[src/rtl/tpu_tile_sched.sv]
// ---------------------------------------------------------------------------
// tpu_tile_sched
//
// Tile scheduler for the 4x4 int8 systolic matmul engine. A job (K, M, N)
// is walked as ceil(M/4) x ceil(N/4) output tiles, nt inner and mt outer.
// For each tile the scheduler clears the PE accumulators, streams K A/B
// buffer read addresses, waits for the array pipeline to flush, then
// drains the four accumulator rows into the C buffer.
//
// Optional feature (compile-time macro TILE_SCHED_PERF_EN):
//   defined   -> perf_cycles counts busy cycles of the most recent job,
//                saturating at 2^32-1
//   undefined -> perf_cycles is tied to 0
//
// Parameters:
//   PIPE_LAT  cycles from the last array feed until accumulators are final
//   IDX_W     width of A/B/C buffer indices
//
// Ports:
//   clk, rst_n       clock, synchronous active-low reset
//   in_valid         job start pulse; K/M/N sampled on the same edge
//   K, M, N          reduction length, output rows, output columns
//   busy, done       job in progress / one-cycle end-of-job pulse
//   A_index          A buffer read address
//   B_index          B buffer read address
//   arr_clear        zero the PE accumulators
//   arr_feed         A/B buffer data valid this cycle (one cycle after index)
//   arr_row_sel      accumulator row muxed onto the C write data
//   C_wr_en, C_index C buffer write strobe and address
//   perf_cycles      busy-cycle count
// ---------------------------------------------------------------------------
module tpu_tile_sched #(
  parameter int PIPE_LAT = 7,
  parameter int IDX_W    = 16
) (
  input  logic             clk,
  input  logic             rst_n,
  input  logic             in_valid,
  input  logic [7:0]       K,
  input  logic [7:0]       M,
  input  logic [7:0]       N,
  output logic             busy,
  output logic             done,
  output logic [IDX_W-1:0] A_index,
  output logic [IDX_W-1:0] B_index,
  output logic             arr_clear,
  output logic             arr_feed,
  output logic [1:0]       arr_row_sel,
  output logic             C_wr_en,
  output logic [IDX_W-1:0] C_index,
  output logic [31:0]      perf_cycles
);

  localparam int WAIT_W = (PIPE_LAT < 1) ? 1 : $clog2(PIPE_LAT + 1);
  localparam logic [WAIT_W-1:0] WAIT_LAST = WAIT_W'(PIPE_LAT);

  typedef enum logic [2:0] {
    S_IDLE, S_CLEAR, S_FEED, S_WAIT, S_DRAIN, S_NEXT, S_DONE
  } state_t;

  state_t st, st_n;

  // Job parameters latched on accept
  logic [7:0]       k_len, k_len_n, m_len, m_len_n;
  logic [5:0]       mt_last, mt_last_n, nt_last, nt_last_n;

  // Walk counters
  logic [7:0]       k_cnt, k_cnt_n;
  logic [WAIT_W-1:0] w_cnt, w_cnt_n;
  logic [1:0]       r_cnt, r_cnt_n;
  logic [5:0]       mt, mt_n, nt, nt_n;

  // Running bases replace the mt*K, nt*K, nt*M and mt*4 products
  logic [IDX_W-1:0] a_base, a_base_n, b_base, b_base_n;
  logic [IDX_W-1:0] c_base, c_base_n, m_base, m_base_n;
  logic [IDX_W-1:0] row_m;

  // Registered outputs, computed from the next state
  logic             busy_q, busy_n, done_q, done_n, clr_q, clr_n;
  logic             wr_q, wr_n;
  logic [1:0]       rsel_q, rsel_n;
  logic [IDX_W-1:0] a_q, a_n, b_q, b_n, c_q, c_n;
  logic             feed_vld_p1;

  always_comb begin
    st_n      = st;
    k_len_n   = k_len;
    m_len_n   = m_len;
    mt_last_n = mt_last;
    nt_last_n = nt_last;
    k_cnt_n   = k_cnt;
    w_cnt_n   = w_cnt;
    r_cnt_n   = r_cnt;
    mt_n      = mt;
    nt_n      = nt;
    a_base_n  = a_base;
    b_base_n  = b_base;
    c_base_n  = c_base;
    m_base_n  = m_base;

    unique case (st)
      S_IDLE: begin
        if (in_valid) begin
          k_len_n   = K;
          m_len_n   = M;
          mt_last_n = 6'((M - 8'd1) >> 2);
          nt_last_n = 6'((N - 8'd1) >> 2);
          mt_n      = '0;
          nt_n      = '0;
          a_base_n  = '0;
          b_base_n  = '0;
          c_base_n  = '0;
          m_base_n  = '0;
          st_n      = (K != 8'd0 && M != 8'd0 && N != 8'd0) ? S_CLEAR : S_DONE;
        end
      end
      S_CLEAR: begin
        k_cnt_n = '0;
        st_n    = S_FEED;
      end
      S_FEED: begin
        if (k_cnt == k_len - 8'd1) begin
          w_cnt_n = '0;
          st_n    = S_WAIT;
        end else begin
          k_cnt_n = k_cnt + 8'd1;
        end
      end
      S_WAIT: begin
        if (w_cnt == WAIT_LAST) begin
          r_cnt_n = '0;
          st_n    = S_DRAIN;
        end else begin
          w_cnt_n = w_cnt + 1'b1;
        end
      end
      S_DRAIN: begin
        if (r_cnt == 2'd3) st_n = S_NEXT;
        else               r_cnt_n = r_cnt + 2'd1;
      end
      S_NEXT: begin
        if (nt == nt_last) begin
          nt_n     = '0;
          b_base_n = '0;
          c_base_n = '0;
          if (mt == mt_last) begin
            st_n = S_DONE;
          end else begin
            mt_n     = mt + 6'd1;
            a_base_n = a_base + IDX_W'(k_len);
            m_base_n = m_base + IDX_W'(4);
            st_n     = S_CLEAR;
          end
        end else begin
          nt_n     = nt + 6'd1;
          b_base_n = b_base + IDX_W'(k_len);
          c_base_n = c_base + IDX_W'(m_len);
          st_n     = S_CLEAR;
        end
      end
      S_DONE:  st_n = S_IDLE;
      default: st_n = S_IDLE;
    endcase

    // Output values for the cycle spent in st_n
    busy_n = (st_n == S_CLEAR) || (st_n == S_FEED) || (st_n == S_WAIT) ||
             (st_n == S_DRAIN) || (st_n == S_NEXT);
    done_n = (st_n == S_DONE);
    clr_n  = (st_n == S_CLEAR);
    a_n    = a_q;
    b_n    = b_q;
    c_n    = c_q;
    wr_n   = 1'b0;
    rsel_n = 2'd0;
    row_m  = m_base_n + IDX_W'(r_cnt_n);
    if (st_n == S_FEED) begin
      a_n = a_base_n + IDX_W'(k_cnt_n);
      b_n = b_base_n + IDX_W'(k_cnt_n);
    end
    if (st_n == S_DRAIN) begin
      rsel_n = r_cnt_n;
      c_n    = c_base_n + row_m;
      wr_n   = (row_m < IDX_W'(m_len_n));
    end
  end

  always_ff @(posedge clk) begin
    if (!rst_n) begin
      st          <= S_IDLE;
      k_len       <= '0;
      m_len       <= '0;
      mt_last     <= '0;
      nt_last     <= '0;
      k_cnt       <= '0;
      w_cnt       <= '0;
      r_cnt       <= '0;
      mt          <= '0;
      nt          <= '0;
      a_base      <= '0;
      b_base      <= '0;
      c_base      <= '0;
      m_base      <= '0;
      busy_q      <= 1'b0;
      done_q      <= 1'b0;
      clr_q       <= 1'b0;
      wr_q        <= 1'b0;
      rsel_q      <= '0;
      a_q         <= '0;
      b_q         <= '0;
      c_q         <= '0;
      feed_vld_p1 <= 1'b0;
    end else begin
      st          <= st_n;
      k_len       <= k_len_n;
      m_len       <= m_len_n;
      mt_last     <= mt_last_n;
      nt_last     <= nt_last_n;
      k_cnt       <= k_cnt_n;
      w_cnt       <= w_cnt_n;
      r_cnt       <= r_cnt_n;
      mt          <= mt_n;
      nt          <= nt_n;
      a_base      <= a_base_n;
      b_base      <= b_base_n;
      c_base      <= c_base_n;
      m_base      <= m_base_n;
      busy_q      <= busy_n;
      done_q      <= done_n;
      clr_q       <= clr_n;
      wr_q        <= wr_n;
      rsel_q      <= rsel_n;
      a_q         <= a_n;
      b_q         <= b_n;
      c_q         <= c_n;
      // Stage p1: buffer data arrives one cycle after the FEED address
      feed_vld_p1 <= (st == S_FEED);
    end
  end

  assign busy        = busy_q;
  assign done        = done_q;
  assign arr_clear   = clr_q;
  assign arr_feed    = feed_vld_p1;
  assign arr_row_sel = rsel_q;
  assign C_wr_en     = wr_q;
  assign A_index     = a_q;
  assign B_index     = b_q;
  assign C_index     = c_q;

`ifdef TILE_SCHED_PERF_EN
  function automatic logic [31:0] sat_inc32(input logic [31:0] v);
    return (v == 32'hFFFF_FFFF) ? v : v + 32'd1;
  endfunction

  logic [31:0] perf_q;
  logic        job_accept;

  assign job_accept = (st == S_IDLE) && in_valid;

  always_ff @(posedge clk) begin
    if (!rst_n)          perf_q <= '0;
    else if (job_accept) perf_q <= '0;
    else if (busy_q)     perf_q <= sat_inc32(perf_q);
  end

  assign perf_cycles = perf_q;
`else
  assign perf_cycles = 32'd0;
`endif

endmodule

[config.mk]
export PLATFORM = sky130hd
export DESIGN_NAME = tpu_tile_sched
export DESIGN_NICKNAME = d
export VERILOG_FILES = /design/src/rtl/tpu_tile_sched.sv
export SDC_FILE = /design/constraint.sdc
export NUM_CORES = 1
export LEC_CHECK = 0
export ABC_AREA = 0
export ABC_CLOCK_PERIOD_IN_PS = 5300
export CAP_MARGIN = 20
export CORE_ASPECT_RATIO = 1.75
export CORE_UTILIZATION = 38
export CTS_BUF_LIST = sky130_fd_sc_hd__clkbuf_8
export DETAILED_ROUTE_END_ITERATION = 12
export PLACE_DENSITY = 0.6
export RECOVER_POWER = 25
export SYNTH_ARGS = -nofsm -noshare
export SYNTH_HDL_FRONTEND = slang
export SYNTH_SLANG_ARGS = --single-unit
[constraint.sdc]
create_clock -name clk -period 5.3 [get_ports clk]
set_input_delay 0.53 -clock clk [delete_from_list [all_inputs] [get_ports clk]]
set_output_delay 0.53 -clock clk [all_outputs]
set_load 0.05 [all_outputs]
==> results of run 1 <==
per-stage QoR:
step / utilization, % / cell area [µm²] / total power, mW / instances / hold WS [ns]
2_1_floorplan: - / 11270 / 1.707 / 1399 / 0.4356
3_3_place_gp: 42.81 / 12300 / 1.823 / 1792 / 0.4436
3_5_place_dp: 42.81 / 12300 / 1.825 / 1792 / 0.4463
4_1_cts: 44.10 / 12670 / 2.746 / 1823 / 0.3557
5_1_grt: 44.05 / 12650 / 2.823 / 1823 / 0.4676
6_report: 44.05 / 12660 / 2.709 / 1824 / 0.4532
area by class of cell:
type	count	share of cell area [%]
inverters	37	1.097
clock buffers	20	2.175
clock inverters	11	0.7415
repair buffers	111	8.028
flip-flops and latches	175	27.68
diodes	1	0.01977
well taps	378	3.737
multi-input cells	1091	56.52
power breakdown:
| group | switching (mW) | total [mW] | internal, mW |
|---|---|---|---|
| logic | 0.294 | 0.418 | 0.124 |
| registers | 0.0300 | 1.37 | 1.34 |
| clock network | 0.517 | 0.918 | 0.402 |
| total | 0.841 | 2.71 | 1.87 |
final timing paths:
path	from	to	cells after the start
worst min-delay path	B_index[0]	B_index[0]	2
worst min register to register	B_index[0]	B_index[0]	2
worst max-delay path	st[2]	C_index[15]	17
worst max register to register	st[2]	C_index[15]	17
sequential cells by signal (all words and copies together) (netlist names), 16 cells and up:
register	flops
C_index	16
B_index	16
c_base	16
a_base	16
b_base	16
A_index	16
m_base	16
kinds of logic after synthesis:
family / synth area share, %
adders and majority gates: 9.220
and+or+nand+nor: 23.16
buffers and inverters: 5.788
AOI/OAI and AO/OA: 19.38
other: 0.03362
DFF: 31.41
xor gates and xnor gates: 7.672
muxes: 3.331
cells in the mapped netlist (5+ instances only):
cell       instances
or4_1              7
nand2b_1           7
nor2_1           111
ha_1              71
nor2b_1            6
o2111ai_1          9
nand4_1           23
a21o_1            25
a211oi_1           8
dfxtp_1          175
o21ai_0           90
or3_1             18
xor2_1            37
a311oi_1           5
o31a_1             7
xnor2_1           58
nor3_1            32
o211ai_1          12
a31oi_1           17
nand3_1           50
buf_4             33
and2_1            60
buf_2              6
o22ai_1            5
inv_1             36
mux2_2             8
and3_1            18
mux2i_1           24
o21bai_1          19
o21a_1            10
clkbuf_1          51
or2_2              5
a22o_1             5
nand3b_1           5
a21oi_1           95
fa_1               7
nor4_1            10
nand2_1          133
worst min-delay path, stage by stage (launching register included):
cell and delay [ns]:
dfxtp_1 0.31, nand2_1 0.05, a21oi_1 0.05
per-layer routing:
metal,up-vias,routed length (µm),part of all wire [%],global-route usage (%)
li1,4963,-,-,-
met1,4688,11820,38,20.13
met2,182,17110,55,41.39
met3,74,747,2.4,3.260
met4,0,1716,5.5,13.01
met5,-,0,0,0
==> out/qor.yml, run 1 <==
die-height_um: 228.6
failed_checks: "max-capacitance violations, max-slew violations"
ys_seq_elements: 175
first_iter_violations: 435
drc: 0
critical_path.slowest_cell: "clkbuf_1"
insertion_delay_ns: 0.50
timing.max_slew.rel_slack_pct: -41.16
io_buffer_count: 81
average_wire_length_per_cell_after_detail_routing_um: 17.21
final_cell_mix: "175 x dfxtp_1, 133 x nand2_1, 110 x nor2_1, 93 x a21oi_1, 89 x o21ai_0"
syn_area_per_cell_um2: 8.154
yosysTopAreaCellShare_pct: 31.41
drt-total-wl_um: 31390
critPathTopFamily: "simple AND/OR/NAND/NOR gates"
critical_path.n_buffers_inverters: 1
final_layout_size_suffix_gt1_share_pct: 6.436
fillCellCount: 2968
cts_htree_levels: 4
ff2ff_setup_slack_ns: 0.43
start_util_pct: 38.83
clock-skew-final_ns: 0.01557
global_route.usage.total_pct: 21.10
worst_slack_ns: 0.4261
setup_repair_after_global_routing_missed_its_margin: "false"
die_width_um: 131.5
floorplan.core_area_um2: 28730
synth-main-ff-cell: "dfxtp_1"
first_global_vias: 9692
critical_path_class: "reg2reg"
io-pin-count: 114
layout.cells.most_common: "dfxtp_1"
path_max_fanout: 18
max_clock_freq_ghz: 0.2052
drt_pass1_iterations: 5
syn_inst: 1368
cts_buffers: 17
startpoint_type: "flop"
netlist-cell-type-count: 78
syn2layout_area_growth_pct: 13.46
hold_buf_cts: 0
tns_ns: 0
total_vias_in_the_final_route: 9907
run_status: "finished, violations left"
synth_top_area_cell: "dfxtp_1"
worst-endpoint-required_ns: 5.68
cellLeakagePower_nw: 5.177
cts.reportedPaths.clkPinSlew_ns: 0.09
final_antenna_net_count: 0
via_per_inst: 5.431
synth_area_leaders: "dfxtp_1 31%, ha_1 8.0%, xnor2_1 4.6%, nand2_1 4.5%, a21oi_1 4.3%"
post_cts.repair.setup_buffers: 0
number_of_enable_flip_flop_cells_after_synthesis: 0
clk_root_buffer_cell: "clkbuf_8"
multi_input_comb_area_um2: 7153
worst_slew_pin_slew_ns: 2.117
dp_slack_ns: 0.3882
maxCapViolations: 1
gr-total-overflow: 0
finalCriticalPeriod_ns: 4.874
timing.critical_path.arrival_ns: 5.25
timing.hold.worst.class: "reg2reg"
cp-end-kind: "flop"
detailedPlacementHpwl_um: 23990
power_density_nw_per_um2: 214.0
ys_warn_count: 0
cpMostUsedCell: "a21oi_1"
report.final.setup_viol: 0
slew_violations: 48
cts_tree: "done"
antenna_found_initial: 0
grt_pass1_wl_um: 49640
place_congestion: 0.8661
crit_chain: "clkbuf_1 > nand3b_4 > nor3_4 > o211ai_2 > mux2i_1 > nand3b_2 > nor3_1 > nor2_1 > ha_1 > a21o_1 > a21oi_1 > nand2b_1 > o2111ai_1 > a31o_2 > a21oi_1 > or3_1 > o211ai_1"
grt_start_max_net_pins: 48
dieArea_um2: 30070
num-nets-final: 1538
netlist_area_pre_place_um2: 11150
post_cts_resized: 0
ir_drop_v: 0.0001460
seq_area_um2: 3503
synth-async-reset-ratio_pct: 0
ys_seq_area_share_pct: 31.41
max-clock-path-buffers: 2
placementRows: 82
finalHoldViolations: 0
cpPeakStageDelay_ns: 0.75
min_period_over_period_pct: 91.96
numClockSinks: 175
Note: power is estimated with default switching activity, not from simulation.
==> inputs of run 2 (changes only) <==
CTS_CLUSTER_SIZE = 28   (was not set)
GPL_TIMING_DRIVEN = 0   (was not set)
==> out/qor.yml, run 2 (synthesized netlist as in run 1, its figures left out) <==
run_status: "finished, final reports clean"
start_util_pct: 38.83
clk_root_buffer_cell: "clkbuf_8"
die-height_um: 228.6
final_cell_mix: "175 x dfxtp_1, 133 x nand2_1, 109 x nor2_1, 94 x a21oi_1, 88 x o21ai_0"
die_width_um: 131.5
dieArea_um2: 30070
via_per_inst: 5.466
startpoint_type: "input pin"
worst_slew_pin_slew_ns: 1.116
placed_cells: 1858
final_util_pct: 45.29
numClockSinks: 175
cts_htree_levels: 4
max-clock-path-buffers: 2
fillCellCount: 2923
cellLeakagePower_nw: 5.436
io_buffer_count: 80
max_clock_freq_ghz: 0.1979
slew_violations: 0
ir_drop_v: 0.0001592
path_max_fanout: 10
finalHoldViolations: 0
hold-worst-slack_ns: 0.4561
maxCapViolations: 0
dp_slack_ns: -1.618
min_period_over_period_pct: 95.34
grt_pass1_wl_um: 54010
average_wire_length_per_cell_after_detail_routing_um: 18.72
cp-end-kind: "flop"
place_congestion: 0.9075
insertion_delay_ns: 0.51
num-nets-final: 1604
detailedPlacementHpwl_um: 27400
drc: 0
layout.cells.most_common: "dfxtp_1"
worst_slack_ns: 0.2468
hold_buf_cts: 0
clock-skew-final_ns: 0.01952
syn2layout_area_growth_pct: 16.64
finalCriticalPeriod_ns: 5.053
worst-endpoint-required_ns: 5.72
stdcell_area_um2: 13010
total_vias_in_the_final_route: 10314
antenna_found_initial: 0
global_route.usage.total_pct: 23.58
seq_area_um2: 3503
setup_repair_after_global_routing_missed_its_margin: "false"
first_iter_violations: 654
cts.reportedPaths.clkPinSlew_ns: 0.10
final_antenna_net_count: 0
final_layout_size_suffix_gt1_share_pct: 7.886
layoutNonFillerInstCount: 1887
report.final.setup_viol: 0
floorplan.core_area_um2: 28730
multi_input_comb_area_um2: 7179
timing.critical_path.arrival_ns: 5.47
power_density_nw_per_um2: 213.1
critical_path_class: "in2reg"
cts_tree: "done"
grt_start_max_net_pins: 20
drt_pass1_iterations: 5
cts_buffers: 17
first_global_vias: 9903
timing.hold.worst.class: "reg2reg"
timing.max_slew.rel_slack_pct: 24.97
gr-total-overflow: 0
drt-total-wl_um: 35330
post_dp_cell_area_um2: 12550
diodes: 0
placementRows: 82
io-pin-count: 114
run 2: cell types whose count changed in the layout (fill, tap and decap cells not counted), moves of 2 or more:
cell,change
buf_4,+9
clkbuf_2,+5
clkdlybuf4s50_1,-13
buf_6,+2
mux2i_2,-2
clkbuf_4,+3
clkbuf_1,+39
buf_2,+7
dlygate4sd3_1,+13
mux2i_1,+2
clkinv_4,-2
run 2: critical path: stages:
cell	delay (ns)
clkdlybuf4s50_1	0.58
nor4b_4	0.61
clkbuf_2	0.51
nor2b_1	0.10
ha_1	0.21
inv_1	0.07
fa_1	0.43
inv_1	0.15
ha_1	0.25
a21o_1	0.17
a21oi_1	0.23
o21bai_1	0.14
a211o_1	0.34
a31oi_1	0.34
o21ai_0	0.15
a21oi_1	0.21
xnor2_1	0.17
nand2_1	0.09
a21oi_1	0.18
run 2: worst paths after layout:
check,start,to,slack [ns],depth (start not counted)
worst max-delay path,in_valid,C_index[11],0.25,19
worst min-delay path,B_index[4],B_index[4],0.46,2
worst max register to register,k_len[1],B_index[15],0.33,19
worst min register to register,B_index[4],B_index[4],0.46,2
run 2: metrics by stage:
stage	total power [mW]	setup TNS (ns)
6_report	2.773	0
5_1_grt	2.872	0
4_1_cts	2.784	0
3_3_place_gp	1.862	-20.15
3_5_place_dp	1.864	-18.86
2_1_floorplan	1.707	0
run 2: what timing repair did:
| item | 4_1_cts | 5_1_grt |
|---|---|---|
| buffers inserted | 0 | 2 |
| pin swaps | 0 | 0 |
| setup endpoints to repair | 25 | 21 |
| resized for setup | 12 | 27 |
run 2: power by group:
part / internal [mW] / leakage, nW / switching [mW]
sequential: 1.34 / 1.42 / 0.0303
combinational: 0.143 / 3.82 / 0.326
clock: 0.428 / 0.198 / 0.503
total: 1.91 / 5.44 / 0.859
run 2: cell type report:
cell class              instances  share of cell area, %
repair buffers                 83                  6.309
inverters                      37                  1.096
multi-input cells            1091                  55.18
well taps                     378                  3.635
plain buffers                  94                  4.058
flip-flops and latches        175                  26.93
clock inverters                10                 0.7790
clock buffers                  19                  2.010
run 2: per-layer routing:
layer	GRT usage [%]	up-vias	part of all wire (%)
met5	0	-	0
met2	45.59	272	54
li1	-	5083	-
met3	3.371	88	3.5
met1	22.91	4871	37
met4	15.37	0	6.0
==> inputs of run 3 (changes only) <==
TNS_END_PERCENT = 100   (was not set)
==> results of run 3 <==
Same layout as run 2: the final DEF is identical, and so are final timing and power.
